<file path="src/rtl/clk_pkg.sv">
// Shared clock-family constants and the freq_meter FSM state type.
package clk_pkg;

  localparam int unsigned CLK_HZ              = 100_000_000;
  localparam int unsigned DEFAULT_GATE_CYCLES = CLK_HZ;

  // FLUSH spans exactly FLUSH_LAST+1 cycles while the sync/edge pipeline fills.
  localparam logic [1:0]  FLUSH_LAST          = 2'd2;

  typedef enum logic {
    FLUSH   = 1'b0,
    MEASURE = 1'b1
  } fm_state_t;

endpackage

</file>
<file path="src/rtl/sync_edge_detect.sv">
// Two-flop synchronizer plus edge register for an asynchronous input.
// level_o is the synchronized level; rise_o is high for one cycle per rising edge.
module sync_edge_detect (
  input  logic clk_i,
  input  logic rst_i,
  input  logic async_i,
  output logic level_o,
  output logic rise_o
);

  logic s1_q, s2_q, s3_q;

  always_ff @(posedge clk_i) begin
    if (rst_i) begin
      s1_q <= 1'b0;
      s2_q <= 1'b0;
      s3_q <= 1'b0;
    end else begin
      s1_q <= async_i;
      s2_q <= s1_q;
      s3_q <= s2_q;
    end
  end

  assign level_o = s2_q;
  assign rise_o  = s2_q & ~s3_q;

endmodule

</file>
<file path="src/rtl/freq_meter.sv">
// Counts rising edges of measured_signal over a fixed gate and reports edges-per-gate.
// Optional period measurement is built when FREQ_METER_PERIOD_EN is defined.
module freq_meter
  import clk_pkg::*;
#(
  parameter int unsigned GATE_CYCLES = DEFAULT_GATE_CYCLES,
  parameter int          CNT_W       = 27
) (
  input  logic             incoming_CLK100MHZ,
  input  logic             reset,
  input  logic             measured_signal,
  output logic [CNT_W-1:0] freq_count,
  output logic             count_valid,
  output logic             overflow,
`ifdef FREQ_METER_PERIOD_EN
  output logic [CNT_W-1:0] period_cycles,
  output logic             period_valid,
`endif
  output logic             dbg_state_o,
  output logic             dbg_level_o
);

  // Handshake: count_valid (and period_valid) are one-cycle strobes with no ready;
  // the paired data output holds its value until the next strobe.

  localparam int GW = (GATE_CYCLES > 1) ? $clog2(GATE_CYCLES) : 1;
  localparam logic [GW-1:0] GATE_LAST = GW'(GATE_CYCLES - 1);

  fm_state_t        state_q, state_d;
  logic [1:0]       flush_ctr_q, flush_ctr_d;
  logic [GW-1:0]    gate_ctr_q, gate_ctr_d;
  logic [CNT_W-1:0] edge_ctr_q, edge_ctr_d;
  logic             sat_q, sat_d;
  logic [CNT_W-1:0] freq_q, freq_d;
  logic             valid_q, valid_d;
  logic             ovf_q, ovf_d;

  logic             rise;
  logic             level;
  logic             edge_at_max;
  logic             edge_sat_hit;
  logic [CNT_W-1:0] edge_next;

  sync_edge_detect u_sync (
    .clk_i   (incoming_CLK100MHZ),
    .rst_i   (reset),
    .async_i (measured_signal),
    .level_o (level),
    .rise_o  (rise)
  );

  assign edge_at_max  = &edge_ctr_q;
  assign edge_sat_hit = rise & edge_at_max;
  assign edge_next    = edge_ctr_q + CNT_W'(rise & ~edge_at_max);

  always_comb begin
    state_d     = state_q;
    flush_ctr_d = flush_ctr_q;
    gate_ctr_d  = gate_ctr_q;
    edge_ctr_d  = edge_ctr_q;
    sat_d       = sat_q;
    freq_d      = freq_q;
    valid_d     = 1'b0;
    ovf_d       = ovf_q;
    unique case (state_q)
      FLUSH: begin
        if (flush_ctr_q == FLUSH_LAST) begin
          state_d     = MEASURE;
          flush_ctr_d = 2'd0;
        end else begin
          flush_ctr_d = flush_ctr_q + 2'd1;
        end
      end
      MEASURE: begin
        // A rise in the gate's last cycle still belongs to the ending gate.
        if (gate_ctr_q == GATE_LAST) begin
          gate_ctr_d = '0;
          freq_d     = edge_next;
          ovf_d      = sat_q | edge_sat_hit;
          valid_d    = 1'b1;
          edge_ctr_d = '0;
          sat_d      = 1'b0;
        end else begin
          gate_ctr_d = gate_ctr_q + GW'(1);
          edge_ctr_d = edge_next;
          sat_d      = sat_q | edge_sat_hit;
        end
      end
      default: state_d = FLUSH;
    endcase
  end

  always_ff @(posedge incoming_CLK100MHZ) begin
    if (reset) begin
      state_q     <= FLUSH;
      flush_ctr_q <= 2'd0;
      gate_ctr_q  <= '0;
      edge_ctr_q  <= '0;
      sat_q       <= 1'b0;
      freq_q      <= '0;
      valid_q     <= 1'b0;
      ovf_q       <= 1'b0;
    end else begin
      state_q     <= state_d;
      flush_ctr_q <= flush_ctr_d;
      gate_ctr_q  <= gate_ctr_d;
      edge_ctr_q  <= edge_ctr_d;
      sat_q       <= sat_d;
      freq_q      <= freq_d;
      valid_q     <= valid_d;
      ovf_q       <= ovf_d;
    end
  end

  assign freq_count  = freq_q;
  assign count_valid = valid_q;
  assign overflow    = ovf_q;
  assign dbg_state_o = state_q;
  assign dbg_level_o = level;

`ifdef FREQ_METER_PERIOD_EN
  logic [CNT_W-1:0] per_ctr_q, per_ctr_d;
  logic             armed_q, armed_d;
  logic [CNT_W-1:0] period_q, period_d;
  logic             pvalid_q, pvalid_d;
  logic [CNT_W-1:0] per_next;

  assign per_next = per_ctr_q + CNT_W'(~(&per_ctr_q));

  always_comb begin
    per_ctr_d = per_ctr_q;
    armed_d   = armed_q;
    period_d  = period_q;
    pvalid_d  = 1'b0;
    if (state_q == MEASURE) begin
      // The first rise after reset only arms the counter.
      if (rise) begin
        if (armed_q) begin
          period_d = per_next;
          pvalid_d = 1'b1;
        end
        armed_d   = 1'b1;
        per_ctr_d = '0;
      end else begin
        per_ctr_d = per_next;
      end
    end
  end

  always_ff @(posedge incoming_CLK100MHZ) begin
    if (reset) begin
      per_ctr_q <= '0;
      armed_q   <= 1'b0;
      period_q  <= '0;
      pvalid_q  <= 1'b0;
    end else begin
      per_ctr_q <= per_ctr_d;
      armed_q   <= armed_d;
      period_q  <= period_d;
      pvalid_q  <= pvalid_d;
    end
  end

  assign period_cycles = period_q;
  assign period_valid  = pvalid_q;
`endif

endmodule

</file>
<file path="config.mk">
export PLATFORM = sky130hd
export DESIGN_NAME = freq_meter
export DESIGN_NICKNAME = d
export VERILOG_FILES = /design/src/rtl/clk_pkg.sv /design/src/rtl/sync_edge_detect.sv /design/src/rtl/freq_meter.sv
export SDC_FILE = /design/constraint.sdc
export NUM_CORES = 1
export LEC_CHECK = 0
export ABC_AREA = 0
export CELL_PAD_IN_SITES_DETAIL_PLACEMENT = 2
export CELL_PAD_IN_SITES_GLOBAL_PLACEMENT = 2
export CORE_MARGIN = 5
export CORE_UTILIZATION = 35
export DETAILED_ROUTE_END_ITERATION = 6
export GPL_ROUTABILITY_DRIVEN = 0
export PLACE_DENSITY_LB_ADDON = 0.1
export REMOVE_ABC_BUFFERS = 1
export SLEW_MARGIN = 20
export SYNTH_ARGS = -nofsm -noshare
export SYNTH_HDL_FRONTEND = slang
export SYNTH_SLANG_ARGS = --single-unit
export TNS_END_PERCENT = 20
</file>
<file path="constraint.sdc">
create_clock -name incoming_CLK100MHZ -period 3.9 [get_ports incoming_CLK100MHZ]
set_input_delay 0.78 -clock incoming_CLK100MHZ [delete_from_list [all_inputs] [get_ports incoming_CLK100MHZ]]
set_output_delay 0.78 -clock incoming_CLK100MHZ [all_outputs]
set_load 0.02 [all_outputs]
</file>
* After elaboration in Yosys (flattened, before gate mapping)
Cells that the tools add are included.
** Word-level totals
- Output and inout bits :: 31
- Bits in registers :: 90
- Bits of input ports :: 3
** Cells by class
- Bitwise gates (word level) :: 7
- Reductions and logical operators :: 3
- Add/subtract/negate cells :: 3
- Equality and inequality tests :: 2
- Multiplexer cells :: 7
** Operators by type and width (count)
- 27-bit 2-to-1 mux :: 2
- 27-bit by 1-bit adder with 27-bit output (second input constant) :: 1
- 27-bit adder :: 1
- 1-bit by 27-bit bitwise AND with 27-bit output :: 1
- 27-bit == test (second input constant) :: 1
- 1-bit inverter with 27-bit output :: 1
- 27-bit AND reduction :: 1
- 1-bit 2-to-1 mux :: 4
- 2-bit by 1-bit adder with 2-bit output (second input constant) :: 1
- 1-bit bitwise AND :: 2
- 2-bit == test (second input constant) :: 1
- 2-bit 2-to-1 mux :: 1
- 1-bit inverter :: 2
- 2-bit AND reduction :: 1
- 2-bit OR reduction :: 1
- 1-bit bitwise OR :: 1

* Depth between registers and ports, before layout
Gate-level depths: netlist of the first run.
- Word-level depth :: 5
- Gate-level depth with buffers :: 13

* Modules after synthesis
Synthesis of the first run repeated with hierarchy kept, for this count alone.
** Second synthesis, totals
- Cells, all modules :: 467
- Area total of the unflattened synthesis :: 4232.8 um^2
** By module, submodules not included
- freq_meter :: cells an instance 460, area each 4145.2 um^2, times used 1
- sync_edge_detect :: cells an instance 7, area each 87.6 um^2, times used 1

* Worst setup path after synthesis of the first run
Ideal clock, no wire load.
- Kind :: register to register
- Start :: register edge_ctr_q[14]
- End :: register freq_q[12], in the netlist freq_count[12]
- Library setup time :: 0.115 ns
- Arrival :: 2.779 ns
- Period minus slack after synthesis :: 2.894 ns
- Slack :: 1.006 ns
- Stages on the path, launching flop included :: 13
- Buffers on the path :: 1
- Path through :: dfxtp_1 nand4_4 or3_4 nor4_1 nor2b_1 ha_1 ha_1 and2_1 clkbuf_1 nand3_1 nor4_1 xor2_1 o21a_1
** Between the ends
- Longest elaborated chain between the ends :: 4
** RTL lines
- from (decl) :: RTL line freq_meter.sv:32 : logic [CNT_W-1:0] edge_ctr_q, edge_ctr_d;
- from (signal assigned) :: RTL line freq_meter.sv:107 : edge_ctr_q <= edge_ctr_d;
- 27-bit AND reduction :: RTL line freq_meter.sv:52 : assign edge_at_max = &edge_ctr_q;
- 1-bit inverter with 27-bit output :: RTL line freq_meter.sv:54 : assign edge_next = edge_ctr_q + CNT_W'(rise & ~edge_at_max);
- 1-bit by 27-bit bitwise AND with 27-bit output :: RTL line freq_meter.sv:54
- 27-bit adder :: RTL line freq_meter.sv:54
- to (signal assigned) :: RTL line freq_meter.sv:109 : freq_q <= freq_d;
- to (decl) :: RTL line freq_meter.sv:34 : logic [CNT_W-1:0] freq_q, freq_d;
Every way passes these cells.
A chain may end at the register's enable or synchronous reset.

* Worst setup path in the final report of the first run
- Start :: register edge_ctr_q[6]
- End :: register edge_ctr_q[12]
** Between the ends
- Longest elaborated chain between the ends :: 5
** RTL lines
- 27-bit AND reduction :: RTL line freq_meter.sv:52
- 1-bit inverter with 27-bit output :: RTL line freq_meter.sv:54
- 1-bit by 27-bit bitwise AND with 27-bit output :: RTL line freq_meter.sv:54
- 27-bit adder * :: RTL line freq_meter.sv:54
- 27-bit 2-to-1 mux * :: RTL line freq_meter.sv:76 : if (gate_ctr_q == GATE_LAST) begin
Every way passes the cells marked *; elsewhere a longest branch is shown, timed or not.

==> results.json, run 1 <==
{
  "cts.clk_slew.worst_paths_ps": 70,
  "seq_area_sq_mm": 0.00180,
  "grt_antenna_before_repair": 0,
  "ctsHtreeMaxLevel": 3,
  "drtAntennaViolNets": 0,
  "p_per_area_mw_per_mm2": 415,
  "clk_latency_ps": 350,
  "fmax_ghz": 0.304,
  "synth_seq_cells": 90,
  "ys_types": 43,
  "cts-root-buf": "clkbuf_16",
  "cts_tree": "done",
  "seq_area_frac_synth_pct": 44.2,
  "grt_pass1_vias": 3726,
  "synthFlopType": "dfxtp_1",
  "drv_cap": 0,
  "crit_start": "edge_ctr_q[6]",
  "cts_sinks": 90,
  "synthesis.area_sq_mm": 0.00408,
  "max_slew_margin_pct": 39.9,
  "postCtsHoldBufs": 0,
  "yosysWarnings": 0,
  "grt_setup_unrepaired": "no",
  "outcome": "finished, final reports clean",
  "start_kind": "flip-flop",
  "wl_um": 11100,
  "synth_area_per_cell_sq_um": 8.54,
  "nNetsFinal": 507,
  "synth_edf_count": 0,
  "worstPathArrival_ps": 3530,
  "skew_ps": 7.88,
  "grt_max_degree": 50,
  "synthTopCellsByArea": "dfxtp_1 (44%), nor2_1 (6.5%), xor2_1 (6.2%)",
  "dr.pass1.iters": 4,
  "drt_iter0_markers": 112,
  "area_growth_pct": 19.0,
  "end_kind": "flip-flop",
  "hold_path.class": "reg -> reg",
  "hp-start": "u_sync.s1_q",
  "die_area_sq_mm": 0.0139,
  "path_class": "reg -> reg",
  "r2r_start": "edge_ctr_q[6]",
  "finalCriticalPeriod_ps": 3290,
  "die-width_um": 118,
  "cts_resized": 0,
  "diodes": 0,
  "cp.required_ps": 4140,
  "viasPerCell": 5.41,
  "via_count": 3505,
  "slew_viol_final": 0,
  "yosys.area.top_type": "dfxtp_1",
  "fin_crit_sh_pct": 84.5,
  "grt_pass1_wl_um": 19100,
  "grt_overflow": 0,
  "ioPinCount": 34,
  "p_leak_nw": 1.59,
  "ctsLongestPathBuffers": 2,
  "async_reset_ff_share_pct": 0,
  "grtUsageTotal_pct": 16.5,
  "synth_top_area_share_pct": 44.2,
  "tightest_slew_ps": 902,
  "tns_ps": 0,
  "crit_path_max_fanout": 8,
  "nFillCells": 1266,
  "synth_cells": 478,
  "num_rows": 39,
  "ir_worst_vdd_v": 0.000279,
  "hpwl_um": 7800,
  "wire_per_inst_um": 17.1,
  "io_buffers": 33,
  "die_h_um": 118,
  "drc_errors": 0,
  "cts_setup_buffers": 0,
  "layout-drive-gt1-share_pct": 6.14,
  "numCtsBuffers": 9,
  "multi_input_area_sq_mm": 0.00213,
  "finalHoldViolCount": 0,
  "report.power.total_mw": 2.01,
  "core-area_sq_mm": 0.0114,
  "final_cell_mix": "dfxtp_1 (90), nor2_1 (71), clkdlybuf4s50_1 (32), nand2_1 (31), xor2_1 (29)",
  "final_common_cell": "dfxtp_1",
  "initial_core_util_pct": 35.7,
  "report.final.setup_viol": 0
}
[through the flow]
stage	instances	instance area [sq um]	hold slack, ps	utilization, %	setup WS, ps
6_report	648	4850	437	42.5	606
5_1_grt	648	4850	465	42.5	236
4_1_cts	648	4850	450	42.5	573
3_5_place_dp	632	4510	438	39.5	599
3_3_place_gp	632	4510	422	39.5	790
2_1_floorplan	450	3960	414	-	1090
[cell usage after synthesis (4+ instances only)]
library cell / count
a211oi_1: 23
a21oi_1: 26
a31oi_1: 20
and3_1: 6
and4_1: 5
buf_2: 11
clkbuf_1: 16
dfxtp_1: 90
ha_1: 4
inv_1: 9
nand2_1: 31
nand2b_1: 11
nand3_1: 27
nand4_1: 15
nor2_1: 71
nor2b_1: 5
nor3_1: 10
nor4_1: 8
o21ai_0: 8
xnor2_1: 21
xor2_1: 29
[area by class of cell]
| class | instances | area share (%) |
|---|---|---|
| multi-input cells | 351 | 43.8 |
| flip-flops and latches | 90 | 37.1 |
| repair buffers | 39 | 7.63 |
| clock buffers | 10 | 4.72 |
| well taps | 143 | 3.69 |
| clock inverters | 6 | 2.35 |
| inverters | 9 | 0.696 |
[final timing paths]
kind | end | slack (ps) | cells after the start
worst max-delay path | edge_ctr_q[12] | 610 | 11
worst min-delay path | u_sync.level_o | 440 | 1
worst max register to register | edge_ctr_q[12] | 610 | 11
worst min register to register | u_sync.level_o | 440 | 1
[registers in the layout, summed over array words and instances, names as in the netlist]
signal,cells
count_valid,1
edge_ctr_q,27
flush_ctr_q,2
u_sync.level_o,1
overflow,1
gate_ctr_q,27
sat_q,1
u_sync.s3_q,1
freq_count,27
dbg_state_o,1
u_sync.s1_q,1
[metal layers]
metal	share of wire (%)	vias up	track usage (%)	wire length (um)
met5	0	-	0	0
met4	1.0	0	4.16	111
met3	2.6	10	4.28	291
met2	52	33	29.8	5740
met1	45	1729	19.4	4940
li1	-	1733	-	-
[kinds of logic (layout without fill, tap and decap cells)]
kind of cell	count (synthesis)	after routing	synth area share [%]
AND/OR/NAND/NOR	210	210	26.4
flip-flops	90	90	44.2
AO/OA/AOI/OAI	84	84	12.9
XOR/XNOR	50	50	10.7
buffers and inverters	37	64	3.83
adder cells (fa/ha/maj)	4	4	1.23
multiplexers	3	3	0.736
[critical path: stages (launching register included)]
cell	delay (ps)
dfxtp_1	480
and4_1	290
nand4_1	240
nor4_1	530
nor2b_1	150
ha_1	240
ha_1	250
and2_1	270
nand3_1	260
nor4_1	110
xor2_1	170
a22o_1	200
[power by group]
part | internal [mW] | switching (mW)
Sequential | 0.926 | 0.0101
Combinational | 0.0214 | 0.0471
Clock | 0.629 | 0.382
Note: power is estimated with default switching activity, not from simulation.
==> run 2: changes to the inputs <==
CORE_UTILIZATION = 32   (was 35)
clock period = 3 ns   (was 3.9 ns; I/O delays follow)
==> results.json, run 2 (synthesized netlist as in run 1, its figures left out) <==
{
  "cp.required_ps": 3240,
  "end_kind": "flip-flop",
  "grt_antenna_before_repair": 0,
  "final_area_sq_mm": 0.00503,
  "area_growth_pct": 23.3,
  "final_cell_mix": "dfxtp_1 (90), nor2_1 (71), clkdlybuf4s50_1 (32), nand2_1 (31), xor2_1 (29)",
  "r2r_start": "edge_ctr_q[17]",
  "ioPinCount": 34,
  "skew_ps": 6.38,
  "cts_setup_buffers": 0,
  "ctsHtreeMaxLevel": 3,
  "crit_path_max_fanout": 8,
  "diodes": 0,
  "cts-root-buf": "clkbuf_16",
  "fin_crit_sh_pct": 94.6,
  "die_area_sq_mm": 0.0151,
  "wl_um": 11500,
  "dr.pass1.iters": 4,
  "max_stage_delay_ps": 420,
  "report.power.total_mw": 2.48,
  "seq_area_sq_mm": 0.00180,
  "hpwl_um": 8660,
  "comb_power_share_pct": 3.8,
  "crit_chain": "nand4_4 -> or3_4 -> nor4_2 -> nor2b_1 -> ha_1 -> ha_1 -> and2_2 -> nand3_1 -> nor4_1 -> xor2_1 -> a22o_1",
  "io_buffers": 33,
  "min_to": "u_sync.level_o",
  "wire_per_inst_um": 16.5,
  "max_slew_margin_pct": 52.9,
  "postCtsHoldBufs": 0,
  "p_per_area_mw_per_mm2": 493,
  "multi_input_area_sq_mm": 0.00214,
  "viasPerCell": 5.09,
  "placed_area_sq_mm": 0.00471,
  "die_h_um": 123,
  "nFillCells": 1400,
  "grt_max_degree": 38,
  "hp-start": "u_sync.s1_q",
  "finalCriticalPeriod_ps": 2840,
  "drc_errors": 0,
  "ir_worst_vdd_v": 0.000192,
  "internal-power_mw": 1.94,
  "report.final.setup_viol": 0,
  "cts_sinks": 90,
  "tightest_slew_ps": 701,
  "grt_pass1_wl_um": 19400,
  "numCtsBuffers": 9,
  "slew_viol_final": 0,
  "final_common_cell": "dfxtp_1",
  "pre_cts_ws_ps": 29.7,
  "drt_iter0_markers": 97,
  "grt_setup_unrepaired": "yes",
  "power.share.clock_pct": 47.1,
  "fmax_ghz": 0.352,
  "ctsLongestPathBuffers": 2,
  "fin_cells": 698,
  "via_count": 3551,
  "sequentialPowerShare_pct": 49.1,
  "layout-drive-gt1-share_pct": 10.5,
  "place_inst": 683,
  "initial_core_util_pct": 32.5,
  "core-area_sq_mm": 0.0126,
  "outcome": "finished, final reports clean",
  "grt_pass1_vias": 3875,
  "swShare_pct": 21.6,
  "min_path_cells": 1,
  "cp_common_cell": "ha_1",
  "r2r-end": "edge_ctr_q[12]",
  "drv_cap": 0,
  "hold_path.class": "reg -> reg",
  "critPathSlowestCell": "dfxtp_1",
  "grt_overflow": 0,
  "num_rows": 41,
  "worstPathArrival_ps": 3080,
  "grtUsageTotal_pct": 16.5,
  "cts_tree": "done",
  "reg2reg_slack_ps": 160,
  "start_kind": "flip-flop",
  "clk_latency_ps": 350,
  "fin_ws_ps": 162,
  "p_leak_nw": 1.70,
  "path_class": "reg -> reg",
  "p_switching_mw": 0.535,
  "die-width_um": 123,
  "finalHoldViolCount": 0,
  "reg2reg_depth": 11,
  "cts.clk_slew.worst_paths_ps": 60,
  "nNetsFinal": 529,
  "drtAntennaViolNets": 0
}
-- run 2: changes by cell type in the layout (fill, tap and decap cells not counted), sizes merged --
cell / delta
clkinv: +1
inv: -1
buf: +22
bufinv: -2
clkbuf: +3
clkinvlp: -2
-- run 2: routing by layer --
layer	wire, um	vias to the layer above	global-route usage [%]
met2	6060	26	30.2
li1	-	1769	-
met4	195	0	6.72
met5	0	-	0
met3	225	12	2.84
met1	5070	1744	19.0
-- run 2: worst max-delay path by stage --
stage          depth (start not counted)  slack (ps)      startpoint              to
3_3_place_gp                          11         190  edge_ctr_q[17]  freq_count[12]
6_report                              11         160  edge_ctr_q[17]  edge_ctr_q[12]
4_1_cts                               11          60   edge_ctr_q[4]  edge_ctr_q[12]
5_1_grt                               11         -20   edge_ctr_q[4]  edge_ctr_q[10]
2_1_floorplan                         11         190  edge_ctr_q[14]  freq_count[12]
3_5_place_dp                          11          30  edge_ctr_q[17]  freq_count[12]
-- run 2: power groups by stage --
stage | registers (mW) | clock network, mW | logic (mW)
after floorplan | 1.24 | 0 | 0.0442
after global placement | 1.24 | 0 | 0.0933
after detailed placement | 1.24 | 0 | 0.0965
after CTS | 1.22 | 1.21 | 0.0983
after global routing | 1.22 | 1.25 | 0.107
final | 1.22 | 1.17 | 0.0953
-- run 2: layout make-up --
class,count,share of cell area [%]
flip-flops and latches,90,35.8
clock buffers,13,5.37
repair buffers,61,10.6
inverters,9,0.672
multi-input cells,351,42.5
well taps,172,4.28
clock inverters,2,0.697
-- run 2: worst max-delay path: cells and delay by family, from the launching register on --
| kind | cells | cell delay, ps |
|---|---|---|
| AOI/OAI and AO/OA | 1 | 200 |
| and+or+nand+nor | 7 | 1480 |
| adders and majority gates | 2 | 480 |
| xor gates and xnor gates | 1 | 170 |
| DFF | 1 | 420 |
-- run 2: per-stage QoR --
stage	utilization, %	setup TNS (ps)	hold WS, ps
final	40.0	0	448
after floorplan	-	0	414
after CTS	40.0	0	454
after global placement	37.5	0	417
after detailed placement	37.5	0	438
after global routing	40.0	-23.3	470
-- run 2: repair_timing --
item                                   CTS  global route
endpoints found under the hold margin    0             0
resized for setup                        1             2
setup endpoints to repair                2             5
==> run 3: changes to the inputs <==
CORE_ASPECT_RATIO = 2   (was not set)
HOLD_SLACK_MARGIN = 0.02   (was not set)
==> results.json, run 3 (synthesized netlist as in run 1, its figures left out) <==
{
  "placed_area_sq_mm": 0.00471,
  "cts_tree": "done",
  "internal-power_mw": 1.89,
  "finalHoldViolCount": 0,
  "tightest_slew_ps": 766,
  "ctsLongestPathBuffers": 2,
  "io_buffers": 33,
  "tns_ps": 0,
  "final_cell_mix": "dfxtp_1 (90), nor2_1 (71), clkdlybuf4s50_1 (32), nand2_1 (31)",
  "skew_ps": 12.6,
  "grt_overflow": 0,
  "swShare_pct": 24.2,
  "drtAntennaViolNets": 0,
  "layout-drive-gt1-share_pct": 11.5,
  "core-area_sq_mm": 0.0126,
  "final_area_sq_mm": 0.00505,
  "viasPerCell": 5.39,
  "area_growth_pct": 23.8,
  "crit_path_max_fanout": 8,
  "pre_cts_ws_ps": -100,
  "nFillCells": 1428,
  "initial_core_util_pct": 32.5,
  "clk_latency_ps": 350,
  "via_count": 3657,
  "ir_worst_vdd_v": 0.000261,
  "fmax_ghz": 0.357,
  "wire_per_inst_um": 18.6,
  "finalCriticalPeriod_ps": 2800,
  "dr.pass1.iters": 4,
  "die_h_um": 170,
  "place_inst": 663,
  "power.share.clock_pct": 47.6,
  "grtUsageTotal_pct": 16.7,
  "hpwl_um": 9560,
  "max_slew_margin_pct": 48.7,
  "ioPinCount": 34,
  "final_util_pct": 40.2,
  "die-width_um": 89.8,
  "slew_viol_final": 0,
  "grt_max_degree": 50,
  "p_leak_nw": 1.72,
  "grt_antenna_before_repair": 0,
  "num_rows": 58,
  "end_kind": "flip-flop",
  "drc_errors": 0,
  "p_switching_mw": 0.604,
  "grt_pass1_wl_um": 20400,
  "grt_pass1_vias": 4003,
  "drt_iter0_markers": 77,
  "path_class": "reg -> reg",
  "diodes": 0,
  "outcome": "finished, final reports clean",
  "start_kind": "flip-flop",
  "worstPathArrival_ps": 3080,
  "p_per_area_mw_per_mm2": 494,
  "comb_power_share_pct": 3.7,
  "ctsHtreeMaxLevel": 3,
  "die_area_sq_mm": 0.0152,
  "hold_path.class": "reg -> reg",
  "final_common_cell": "dfxtp_1",
  "report.final.setup_viol": 0,
  "drv_cap": 0,
  "sequentialPowerShare_pct": 48.7,
  "wl_um": 12600,
  "grt_setup_unrepaired": "no",
  "fin_crit_sh_pct": 93.4,
  "fin_ws_ps": 197,
  "cts_sinks": 90,
  "numCtsBuffers": 9,
  "nNetsFinal": 531,
  "cts.clk_slew.worst_paths_ps": 80,
  "cp.required_ps": 3270,
  "fin_cells": 679,
  "cts-root-buf": "clkbuf_16"
}
## run 3: cell types whose count changed in the layout (fill, tap and decap cells not counted), sizes merged
cell	previous run	this run
clkbuf	13	9
inv	9	13
clkinvlp	0	1
buf	29	31
## run 3: per-stage QoR
stage | hold WS, ps | total power, mW
final | 453 | 2.50
after global routing | 480 | 2.60
after CTS | 459 | 2.54
after detailed placement | 441 | 1.34
after global placement | 424 | 1.33
after floorplan | 414 | 1.29
## run 3: final timing paths
path | from | end | slack (ps) | cells past startpoint
hold / removal | u_sync.s1_q | u_sync.level_o | 450 | 1
hold reg to reg | u_sync.s1_q | u_sync.level_o | 450 | 1
setup reg to reg | edge_ctr_q[4] | edge_ctr_q[10] | 200 | 11
setup / recovery | edge_ctr_q[4] | edge_ctr_q[10] | 200 | 11
## run 3: layer usage
metal  vias to the layer above  part of all wire (%)  track usage [%]
li1                       1774                     -                -
met1                      1829                    35             15.0
met2                        37                    61             35.7
met3                        17                   1.8             2.44
met4                         0                   2.1             6.25
met5                         -                     0                0
## run 3: repair_timing
item                       CTS  global route
hold buffers                 0             0
resized for setup            2             5
pin swaps                    0             1
setup buffers                0             0
setup endpoints to repair    5            10
## run 3: worst max-delay path, stage by stage (launching register included)
cell and delay [ps]:
dfxtp_1 410, and2_1 230, nand4_1 250, nor4_4 350, nor2b_1 110, ha_1 240
ha_1 260, and2_4 220, and4_1 210, xor2_1 180, nand3_1 100, a21oi_1 160
## run 3: cell type report
| type | count | area (sq um) | area share (%) |
|---|---|---|---|
| Sequential cell | 90 | 1800 | 35.7 |
| Clock buffer | 9 | 225 | 4.46 |
| Inverter | 9 | 33.8 | 0.669 |
| Multi-Input combinational cell | 351 | 2160 | 42.7 |
| Timing Repair Buffer | 63 | 563 | 11.1 |
| Tap cell | 150 | 188 | 3.71 |
| Clock inverter | 7 | 81.3 | 1.61 |
## run 3: power by group through the flow
stage / sequential, mW / combinational, mW / clock (mW)
2_1_floorplan: 1.24 / 0.0442 / 0
6_report: 1.22 / 0.0921 / 1.19
5_1_grt: 1.22 / 0.102 / 1.28
3_5_place_dp: 1.24 / 0.0938 / 0
4_1_cts: 1.22 / 0.0943 / 1.23
3_3_place_gp: 1.24 / 0.0910 / 0
